$ cat src/rtl/spi_tx_sequencer_pkg.sv
// Shared definitions for the SPI transmit sequencer: FSM state encoding,
// header field layout, default fill byte / header magic, and small helpers
// for header construction, checksum update and round-robin indexing.
package spi_tx_sequencer_pkg;

  typedef enum logic [2:0] {
    ST_IDLE    = 3'd0,
    ST_SELECT  = 3'd1,
    ST_PAYLOAD = 3'd2,
    ST_CSUM    = 3'd3,
    ST_DRAIN   = 3'd4
  } state_t;

  localparam logic [7:0] FILL_BYTE_DEFAULT = 8'hFF;
  localparam logic [3:0] HDR_MAGIC_DEFAULT = 4'hA;

  // Header layout: [7:4] magic, [3] reserved zero, [2:0] source index.
  localparam int HDR_MAGIC_LSB = 4;
  localparam int HDR_RSVD_BIT  = 3;
  localparam int HDR_IDX_LSB   = 0;

  function automatic logic [7:0] make_header(input logic [3:0] magic,
                                             input logic [2:0] idx);
    logic [7:0] hdr;
    hdr                        = 8'h00;
    hdr[HDR_MAGIC_LSB +: 4]    = magic;
    hdr[HDR_RSVD_BIT]          = 1'b0;
    hdr[HDR_IDX_LSB +: 3]      = idx;
    return hdr;
  endfunction

  // 8-bit XOR checksum, no carry.
  function automatic logic [7:0] csum_update(input logic [7:0] csum,
                                             input logic [7:0] data);
    return csum ^ data;
  endfunction

  // Source index visited at step 'offset' when searching upward from 'base'.
  function automatic logic [2:0] rr_index(input logic [2:0] base,
                                          input int offset,
                                          input int n);
    return 3'((int'(base) + offset) % n);
  endfunction

endpackage

$ cat src/rtl/spi_tx_sequencer_rr_arbiter.sv
// Combinational round-robin arbiter. Searches the request vector upward
// starting at the pointer (wrapping at NREQ) and reports the first requester.
// Ports:
//   req   in  NREQ  request vector
//   ptr   in  3     search start index (< NREQ)
//   grant out NREQ  one-hot grant (all zero when no request)
//   idx   out 3     index of the granted requester (0 when none)
//   any   out 1     at least one request present
module spi_tx_sequencer_rr_arbiter
  import spi_tx_sequencer_pkg::*;
#(
  parameter int NREQ = 2
) (
  input  logic [NREQ-1:0] req,
  input  logic [2:0]      ptr,
  output logic [NREQ-1:0] grant,
  output logic [2:0]      idx,
  output logic            any
);

  logic hit_s;

  // Priority search from the pointer; the first hit locks out later ones.
  always_comb begin
    grant = '0;
    idx   = 3'd0;
    any   = 1'b0;
    hit_s = 1'b0;
    for (int i = 0; i < NREQ; i++) begin
      for (int j = 0; j < NREQ; j++) begin
        hit_s    = !any && (3'(j) == rr_index(ptr, i, NREQ)) && req[j];
        grant[j] = grant[j] | hit_s;
        idx      = hit_s ? 3'(j) : idx;
        any      = any | hit_s;
      end
    end
  end

endmodule

$ cat src/rtl/spi_tx_sequencer.sv
// Outgoing traffic sequencer for the SPI slave core. At every byte slot it
// loads one byte into the core: a header, payload from the round-robin
// granted source, an XOR checksum, or the fill byte when nothing is pending.
// Packets cut short by frame end are drained from the source and counted.
// Ports:
//   i_clk, i_rst_l         clock, async active-low reset
//   i_frame_active         chip select asserted (synchronised)
//   i_byte_done            SPI core finished the current byte slot
//   i_src_valid/data/last  per-source payload offer (source k: data[8k+7:8k])
//   o_src_ready            per-source consume pulse
//   o_tx_dv, o_tx_byte     load strobe and byte to the SPI core
//   o_busy                 packet in progress
//   o_grant                current/last granted source index
//   o_underrun             payload slot filled with the fill byte
//   o_abort_cnt            saturating count of aborted packets
module spi_tx_sequencer
  import spi_tx_sequencer_pkg::*;
#(
  parameter int         NREQ      = 2,
  parameter logic [7:0] FILL_BYTE = FILL_BYTE_DEFAULT,
  parameter logic [3:0] HDR_MAGIC = HDR_MAGIC_DEFAULT
) (
  input  logic              i_clk,
  input  logic              i_rst_l,
  input  logic              i_frame_active,
  input  logic              i_byte_done,
  input  logic [NREQ-1:0]   i_src_valid,
  input  logic [8*NREQ-1:0] i_src_data,
  input  logic [NREQ-1:0]   i_src_last,
  output logic [NREQ-1:0]   o_src_ready,
  output logic              o_tx_dv,
  output logic [7:0]        o_tx_byte,
  output logic              o_busy,
  output logic [2:0]        o_grant,
  output logic              o_underrun,
  output logic [7:0]        o_abort_cnt
);

  localparam logic [2:0] LAST_IDX = 3'(NREQ - 1);

  state_t          state_r, state_s;
  logic [2:0]      ptr_r, ptr_s;
  logic [2:0]      grant_r, grant_s;
  logic [NREQ-1:0] grant_oh_r, grant_oh_s;
  logic [7:0]      csum_r, csum_s;
  logic [7:0]      abort_r, abort_s;
  logic            frame_d_r;
  logic            tx_dv_r, tx_dv_s;
  logic [7:0]      tx_byte_r, tx_byte_s;
  logic [NREQ-1:0] src_ready_r, src_ready_s;
  logic            busy_r, busy_s;
  logic            underrun_r, underrun_s;

  logic [NREQ-1:0] arb_grant_s;
  logic [2:0]      arb_idx_s;
  logic            arb_any_s;
  logic            load_s;
  logic            sel_valid_s, sel_last_s, sel_pending_s;
  logic [7:0]      sel_data_s;
  logic [2:0]      next_ptr_s;
  logic [7:0]      hdr_s;

  spi_tx_sequencer_rr_arbiter #(.NREQ(NREQ)) u_arb (
    .req   (i_src_valid),
    .ptr   (ptr_r),
    .grant (arb_grant_s),
    .idx   (arb_idx_s),
    .any   (arb_any_s)
  );

  // Offer of the granted source and derived per-slot quantities.
  always_comb begin
    load_s        = i_frame_active && (!frame_d_r || i_byte_done);
    sel_valid_s   = |(i_src_valid & grant_oh_r);
    sel_last_s    = |(i_src_last & grant_oh_r);
    // A ready pulse still in flight means the source has not yet advanced.
    sel_pending_s = |(src_ready_r & grant_oh_r);
    sel_data_s    = 8'h00;
    for (int k = 0; k < NREQ; k++) begin
      sel_data_s = sel_data_s | ({8{grant_oh_r[k]}} & i_src_data[8*k +: 8]);
    end
    next_ptr_s = (grant_r == LAST_IDX) ? 3'd0 : grant_r + 3'd1;
    hdr_s      = make_header(HDR_MAGIC, arb_idx_s);
  end

  // Next-state and registered-output logic for the sequencer FSM.
  always_comb begin
    state_s     = state_r;
    ptr_s       = ptr_r;
    grant_s     = grant_r;
    grant_oh_s  = grant_oh_r;
    csum_s      = csum_r;
    abort_s     = abort_r;
    tx_dv_s     = 1'b0;
    tx_byte_s   = tx_byte_r;
    src_ready_s = '0;
    busy_s      = busy_r;
    underrun_s  = 1'b0;
    case (state_r)
      ST_IDLE, ST_SELECT: begin
        if (!i_frame_active) begin
          state_s = ST_IDLE;
        end else if (load_s) begin
          tx_dv_s = 1'b1;
          if (arb_any_s) begin
            tx_byte_s  = hdr_s;
            csum_s     = hdr_s;
            grant_s    = arb_idx_s;
            grant_oh_s = arb_grant_s;
            busy_s     = 1'b1;
            state_s    = ST_PAYLOAD;
          end else begin
            tx_byte_s = FILL_BYTE;
            state_s   = ST_SELECT;
          end
        end else begin
          state_s = ST_SELECT;
        end
      end
      ST_PAYLOAD: begin
        if (!i_frame_active) begin
          abort_s = (abort_r == 8'hFF) ? abort_r : abort_r + 8'd1;
          state_s = ST_DRAIN;
        end else if (load_s) begin
          tx_dv_s = 1'b1;
          if (sel_valid_s) begin
            tx_byte_s   = sel_data_s;
            src_ready_s = grant_oh_r;
            csum_s      = csum_update(csum_r, sel_data_s);
            state_s     = sel_last_s ? ST_CSUM : ST_PAYLOAD;
          end else begin
            tx_byte_s  = FILL_BYTE;
            underrun_s = 1'b1;
          end
        end else begin
          state_s = ST_PAYLOAD;
        end
      end
      ST_CSUM: begin
        if (!i_frame_active) begin
          busy_s  = 1'b0;
          ptr_s   = next_ptr_s;
          state_s = ST_IDLE;
        end else if (load_s) begin
          tx_dv_s   = 1'b1;
          tx_byte_s = csum_r;
          busy_s    = 1'b0;
          ptr_s     = next_ptr_s;
          state_s   = ST_SELECT;
        end else begin
          state_s = ST_CSUM;
        end
      end
      ST_DRAIN: begin
        // A reopened frame gets fill bytes until the aborted packet is gone.
        if (load_s) begin
          tx_dv_s   = 1'b1;
          tx_byte_s = FILL_BYTE;
        end else begin
          tx_dv_s = 1'b0;
        end
        if (sel_valid_s && !sel_pending_s) begin
          src_ready_s = grant_oh_r;
          if (sel_last_s) begin
            busy_s  = 1'b0;
            ptr_s   = next_ptr_s;
            state_s = i_frame_active ? ST_SELECT : ST_IDLE;
          end else begin
            state_s = ST_DRAIN;
          end
        end else begin
          state_s = ST_DRAIN;
        end
      end
      default: begin
        state_s = ST_IDLE;
        busy_s  = 1'b0;
      end
    endcase
  end

  // State, datapath and output registers.
  always_ff @(posedge i_clk or negedge i_rst_l) begin
    if (!i_rst_l) begin
      state_r     <= ST_IDLE;
      ptr_r       <= 3'd0;
      grant_r     <= 3'd0;
      grant_oh_r  <= NREQ'(1);
      csum_r      <= 8'h00;
      abort_r     <= 8'h00;
      frame_d_r   <= 1'b0;
      tx_dv_r     <= 1'b0;
      tx_byte_r   <= FILL_BYTE;
      src_ready_r <= '0;
      busy_r      <= 1'b0;
      underrun_r  <= 1'b0;
    end else begin
      state_r     <= state_s;
      ptr_r       <= ptr_s;
      grant_r     <= grant_s;
      grant_oh_r  <= grant_oh_s;
      csum_r      <= csum_s;
      abort_r     <= abort_s;
      frame_d_r   <= i_frame_active;
      tx_dv_r     <= tx_dv_s;
      tx_byte_r   <= tx_byte_s;
      src_ready_r <= src_ready_s;
      busy_r      <= busy_s;
      underrun_r  <= underrun_s;
    end
  end

  assign o_src_ready = src_ready_r;
  assign o_tx_dv     = tx_dv_r;
  assign o_tx_byte   = tx_byte_r;
  assign o_busy      = busy_r;
  assign o_grant     = grant_r;
  assign o_underrun  = underrun_r;
  assign o_abort_cnt = abort_r;

endmodule

$ cat config.mk
export PLATFORM = sky130hd
export DESIGN_NAME = spi_tx_sequencer
export DESIGN_NICKNAME = d
export VERILOG_FILES = /design/src/rtl/spi_tx_sequencer_pkg.sv /design/src/rtl/spi_tx_sequencer_rr_arbiter.sv /design/src/rtl/spi_tx_sequencer.sv
export SDC_FILE = /design/constraint.sdc
export NUM_CORES = 1
export LEC_CHECK = 0
export BUFFER_PORTS_ARGS = -buffer_cell sky130_fd_sc_hd__buf_2
export CORE_ASPECT_RATIO = 1.75
export CORE_UTILIZATION = 30
export CTS_BUF_LIST = sky130_fd_sc_hd__clkbuf_8
export DETAILED_ROUTE_END_ITERATION = 10
export PLACE_DENSITY = 0.6
export SKIP_CTS_REPAIR_TIMING = 1
export SYNTH_ARGS = -nofsm -noshare
export SYNTH_HDL_FRONTEND = slang
export SYNTH_HIERARCHICAL = 1
export SYNTH_SLANG_ARGS = --single-unit
$ cat constraint.sdc
create_clock -name i_clk -period 2.15 [get_ports i_clk]
set_input_delay 0.1075 -clock i_clk [delete_from_list [all_inputs] [get_ports i_clk]]
set_output_delay 0.1075 -clock i_clk [all_outputs]
set_load 0.02 [all_outputs]
### Yosys cells after proc, flatten, opt, wreduce, memory -nomap -nowiden

Cells that the tools add are included.

* register bits after elaboration: 39
* input bits: 24
* output and inout port bits: 24
* logic and storage cells: 142

* $add $sub $neg: 3
* eq/ne operators: 20
* muxes and demuxes: 59
* bitwise gates (word level): 16
* reductions and logical operators: 32

Operator list (number)
* $mux W8: 14
* $pmux W8 S4: 1
* $mux W3: 9
* $ne A2 B2 Y1 const B: 11
* $mux W1: 21
* $and A8 B8 Y8: 2
* $pmux W8 S2: 1
* $mux W2: 7
* $reduce_and A7 Y1: 2
* $pmux W3 S4: 1
* $logic_and A1 B1 Y1: 9
* $logic_not A3 Y1: 3
* $add A8 B1 Y8 const B: 1
* $eq A8 B8 Y1 const B: 1
* $or A8 B8 Y8: 1
* $reduce_and A4 Y1: 2
* $reduce_and A8 Y1: 1
* $reduce_or A2 Y1: 4
* $xor A8 B8 Y8: 1
* $mux W7: 1
* $and A2 B2 Y2: 3
* $eq A3 B1 Y1 const B: 2
* $eq A3 B2 Y1 const B: 2
* $logic_not A1 Y1: 5
* other kinds (16): 25

### Logic depth before layout (Yosys ltp)

* word-level depth: 18
* depth in mapped cells: 7
* mapped depth without buffers: 6

### Cells and area by module

Netlist, hierarchy kept.

By module, submodules not included
* spi_tx_sequencer: instances 1, cells an instance 232, area each 2188.3 sq um, sequential area each 1037.2 sq um
* spi_tx_sequencer_rr_arbiter: instances 1, cells an instance 8, area each 51.3 sq um, sequential area each 0.0 sq um

### Worst setup path before layout

Ideal clock, no wire load.

* path type: register to register
* start: reg grant_oh_r[0]
* end: reg csum_r[3]
* setup time: 0.066 ns
* arrival time: 1.578 ns
* required time: 2.084 ns
* path slack: 0.506 ns
* stages on the path, launching flop included: 7
* buffers on the path: 1
* clock period less this slack: 1.644 ns
* path through: dfstp_2 -> buf_2 -> a22oi_1 -> o22ai_2 -> nand2_2 -> or4_1 -> nand2_1

* longest elaborated chain between the ends: 7
* elaborated cells between the ends (all ways): 11
* classes of those cells: 1 x eq/ne; 4 x mux; 4 x bitwise; 2 x reduce/logical

Ends and longest elaborated chain
* from (decl): RTL line spi_tx_sequencer.sv:44 `logic [NREQ-1:0] grant_oh_r, grant_oh_s;`
* from (signal assigned): RTL line spi_tx_sequencer.sv:201 `grant_oh_r <= grant_oh_s;`
* $and A8 B8 Y8: RTL line spi_tx_sequencer.sv:80 `sel_data_s = sel_data_s | ({8{grant_oh_r[k]}} & i_src_data[8*k +: 8]);`
* $or A8 B8 Y8: RTL line spi_tx_sequencer.sv:80
* $xor A8 B8 Y8: RTL line spi_tx_sequencer_pkg.sv:35 `return csum ^ data;`
* $mux W8: RTL line spi_tx_sequencer.sv:126 `if (sel_valid_s) begin`
* $mux W8: RTL line spi_tx_sequencer.sv:124 `end else if (load_s) begin`
* $mux W8: RTL line spi_tx_sequencer.sv:121 `if (!i_frame_active) begin`
* $pmux W8 S2: RTL line spi_tx_sequencer.sv:99 `case (state_r)`
* to (signal assigned): RTL line spi_tx_sequencer.sv:202 `csum_r <= csum_s;`
* to (decl): RTL line spi_tx_sequencer.sv:45 `logic [7:0] csum_r, csum_s;`

Parallel ways exist; a longest one is shown, timed or not. The select of a mux whose other input is x is not followed.
A chain may end at the register's enable or synchronous reset.

### Final worst setup path

* start: reg grant_oh_r[0]
* end: reg csum_r[4]

The elaborated chain is that of the path after synthesis.

==> impl_results.md <==
- VDD IR-drop max: 0.472 mV
- Routability cong.: 0.820
- Vias in the first global route: 1,904
- CTS root buffer: clkbuf_8
- P_leak: 1.15 nW
- Worst-path clk slew: 0.08 ns
- Final-stage net count: 300
- Vias: 1,886
- Post-route ant nets: 0
- Metal2 WL: about 2700 um
- Critical path startpoint category: register
- IO Count: 48
- Area delta synth->final: 17.3%
- Outcome: finished with violations
- RSZ-0062 raised after global routing: false
- Drt wl/cell: 14.9 um
- Ys Warns: 6
- CTS tree: done
- Chip width: roughly 66 um
- Final Slew Violations: 0
- Setup TNS: 0 ns
- CTS max path bufs: 2
- Worst slew pin tran: slightly above 0.9 ns
- Critical path fanouts, max: 17
- CTS H-tree lvls: 2
- # port buffers: between 40 and 50
- 1st-iter DRT viols: 67
- Synth Area per Inst: 9.24 sq um
- Fillers: about 730
- Failing checks: hold timing
- CP Data Required Time: 2.38 ns
- Final setup viols: 0
- Post-route clock period utilization: 87.5%
- Row cnt: 40
- Post-route non-filler standard cell count: 360
- Post-Place Cells: 352
- Initial antenna violation count: 0
- Slowest cell on crit path: dfstp_2
- Final min period: 1.88 ns
- DRT met1 WL: 2230 um
- Mapped Cells: 232
- CP Cell Sequence: a22oi_1 > o22ai_2 > nand2_2 > or4_1 > nand2_1
- CTS sink count: 39
- Drt pass-1 iters: 4
- Final Skew: 0.00806 ns
- Cell Pwr Density: roughly 1300 nW/um^2
- Share of cells above drive strength 1: around 29%
- First-pass GRT wire length: 9030 um
- Met3 WL: 214 um
- TritonCTS Buffers: 5
- Worst-Skew Late Latency: approximately 0.29 ns
- Die height: 114 um
- Hold slack: -0.0616 ns
- Max Fclk: 531 MHz
- Hold Crit Class: in -> async
- Slew margin rel.: 39.3%
- Largest net degree at the start of global routing: 40
- Ant. Diodes: 0
- Crit Path Class: reg -> reg
- Delay-heaviest family, CP: flip-flops
- Core ar.: a little under 7000 sq um
- Vias per inst: 5.24
- Final wirelength: 5370 um
- Top routing layer used: met4
- CP Capture Type: register
- CP bufs+invs: 0
- CP arrival: 2.11 ns
- Die area: 7500 sq um
- Synthesized area: 2140 sq um
- Starting Density: 31.1%
- MaxCap Viol Count: 0
- Worst path max stage delay: ~0.71 ns
- Gr ovfl total: 0
- Total track usage: 15.9%
- Final Hold Vio Count: 30
- Post-DP HPWL: 4010 um
- DR DRC count: 0
==> worst register-to-register path, cell delays in order, from the launching register on <==
cell and delay [ns]:
dfstp_2 0.71, a22oi_1 0.19, o22ai_2 0.29, nand2_2 0.15, or4_1 0.42, nand2_1 0.07
==> final timing paths <==
kind	start	endpoint	slack, ns	depth (start not counted)
min in group i_clk	i_frame_active	frame_d_r	0.04	1
setup / recovery	grant_oh_r[0]	csum_r[4]	0.27	5
hold / removal	i_rst_l	o_grant[0]	-0.06	1
hold reg to reg	o_grant[0]	ptr_r[0]	0.48	1
setup reg to reg	grant_oh_r[0]	csum_r[4]	0.27	5
max in group asynchronous	i_rst_l	o_src_ready[0]	1.63	1
==> layout by cell type, fill, tap and decap left out, types with 4 or more instances in the layout <==
master,count
buf_2,47
nand2_1,33
dfrtp_1,30
nand3_1,17
o21ai_0,16
nor2_1,14
dfstp_2,9
a21oi_1,8
a22oi_1,7
xor2_1,7
a22o_1,5
clkbuf_8,5
a31oi_1,4
o22a_1,4
o221a_2,4
inv_1,4
==> cell type report <==
type | instances | area (sq um) | share of cell area, %
clock buffer | 5 | 68.8 | 2.74
clock inverter | 3 | 16.3 | 0.647
inverter | 4 | 15.0 | 0.597
multi-input combinational | 175 | 1060 | 42.3
sequential | 39 | 987 | 39.3
tap | 84 | 105 | 4.18
timing repair buffer | 50 | 258 | 10.2
==> registers in the layout, indices dropped and copies added, names as in the netlist, 2 cells and up <==
| name | count |
|---|---|
| o_abort_cnt | 8 |
| state_r | 3 |
| grant_oh_r | 2 |
| o_tx_byte | 8 |
| o_src_ready | 2 |
| csum_r | 8 |
| o_grant | 3 |
==> power by group <==
part | internal [W] | total, W | switching, W
sequential | 0.00105 | 0.00136 | 0.000311
combinational | 0.000578 | 0.00142 | 0.000839
clock | 0.000222 | 0.000482 | 0.000260
==> routing by layer <==
| metal | track usage (%) | vias to the layer above |
|---|---|---|
| met3 | 2.30 | 14 |
| li1 | - | 918 |
| met2 | 26.8 | 55 |
| met4 | 7.97 | 0 |
| met1 | 19.2 | 899 |
| met5 | 0 | - |
==> stage by stage <==
stage / util (%) / worst slack, ns / instance area, sq um / power (W)
2_1_floorplan: - / 0.506 / 2150 / 0.00239
3_3_place_gp: 35.2 / 0.342 / 2430 / 0.00278
3_5_place_dp: 35.2 / 0.287 / 2430 / 0.00280
4_1_cts: 36.4 / 0.275 / 2510 / 0.00329
5_1_grt: 36.4 / 0.105 / 2510 / 0.00353
6_report: 36.4 / 0.268 / 2510 / 0.00326
Note: power is estimated with default switching activity, not from simulation.
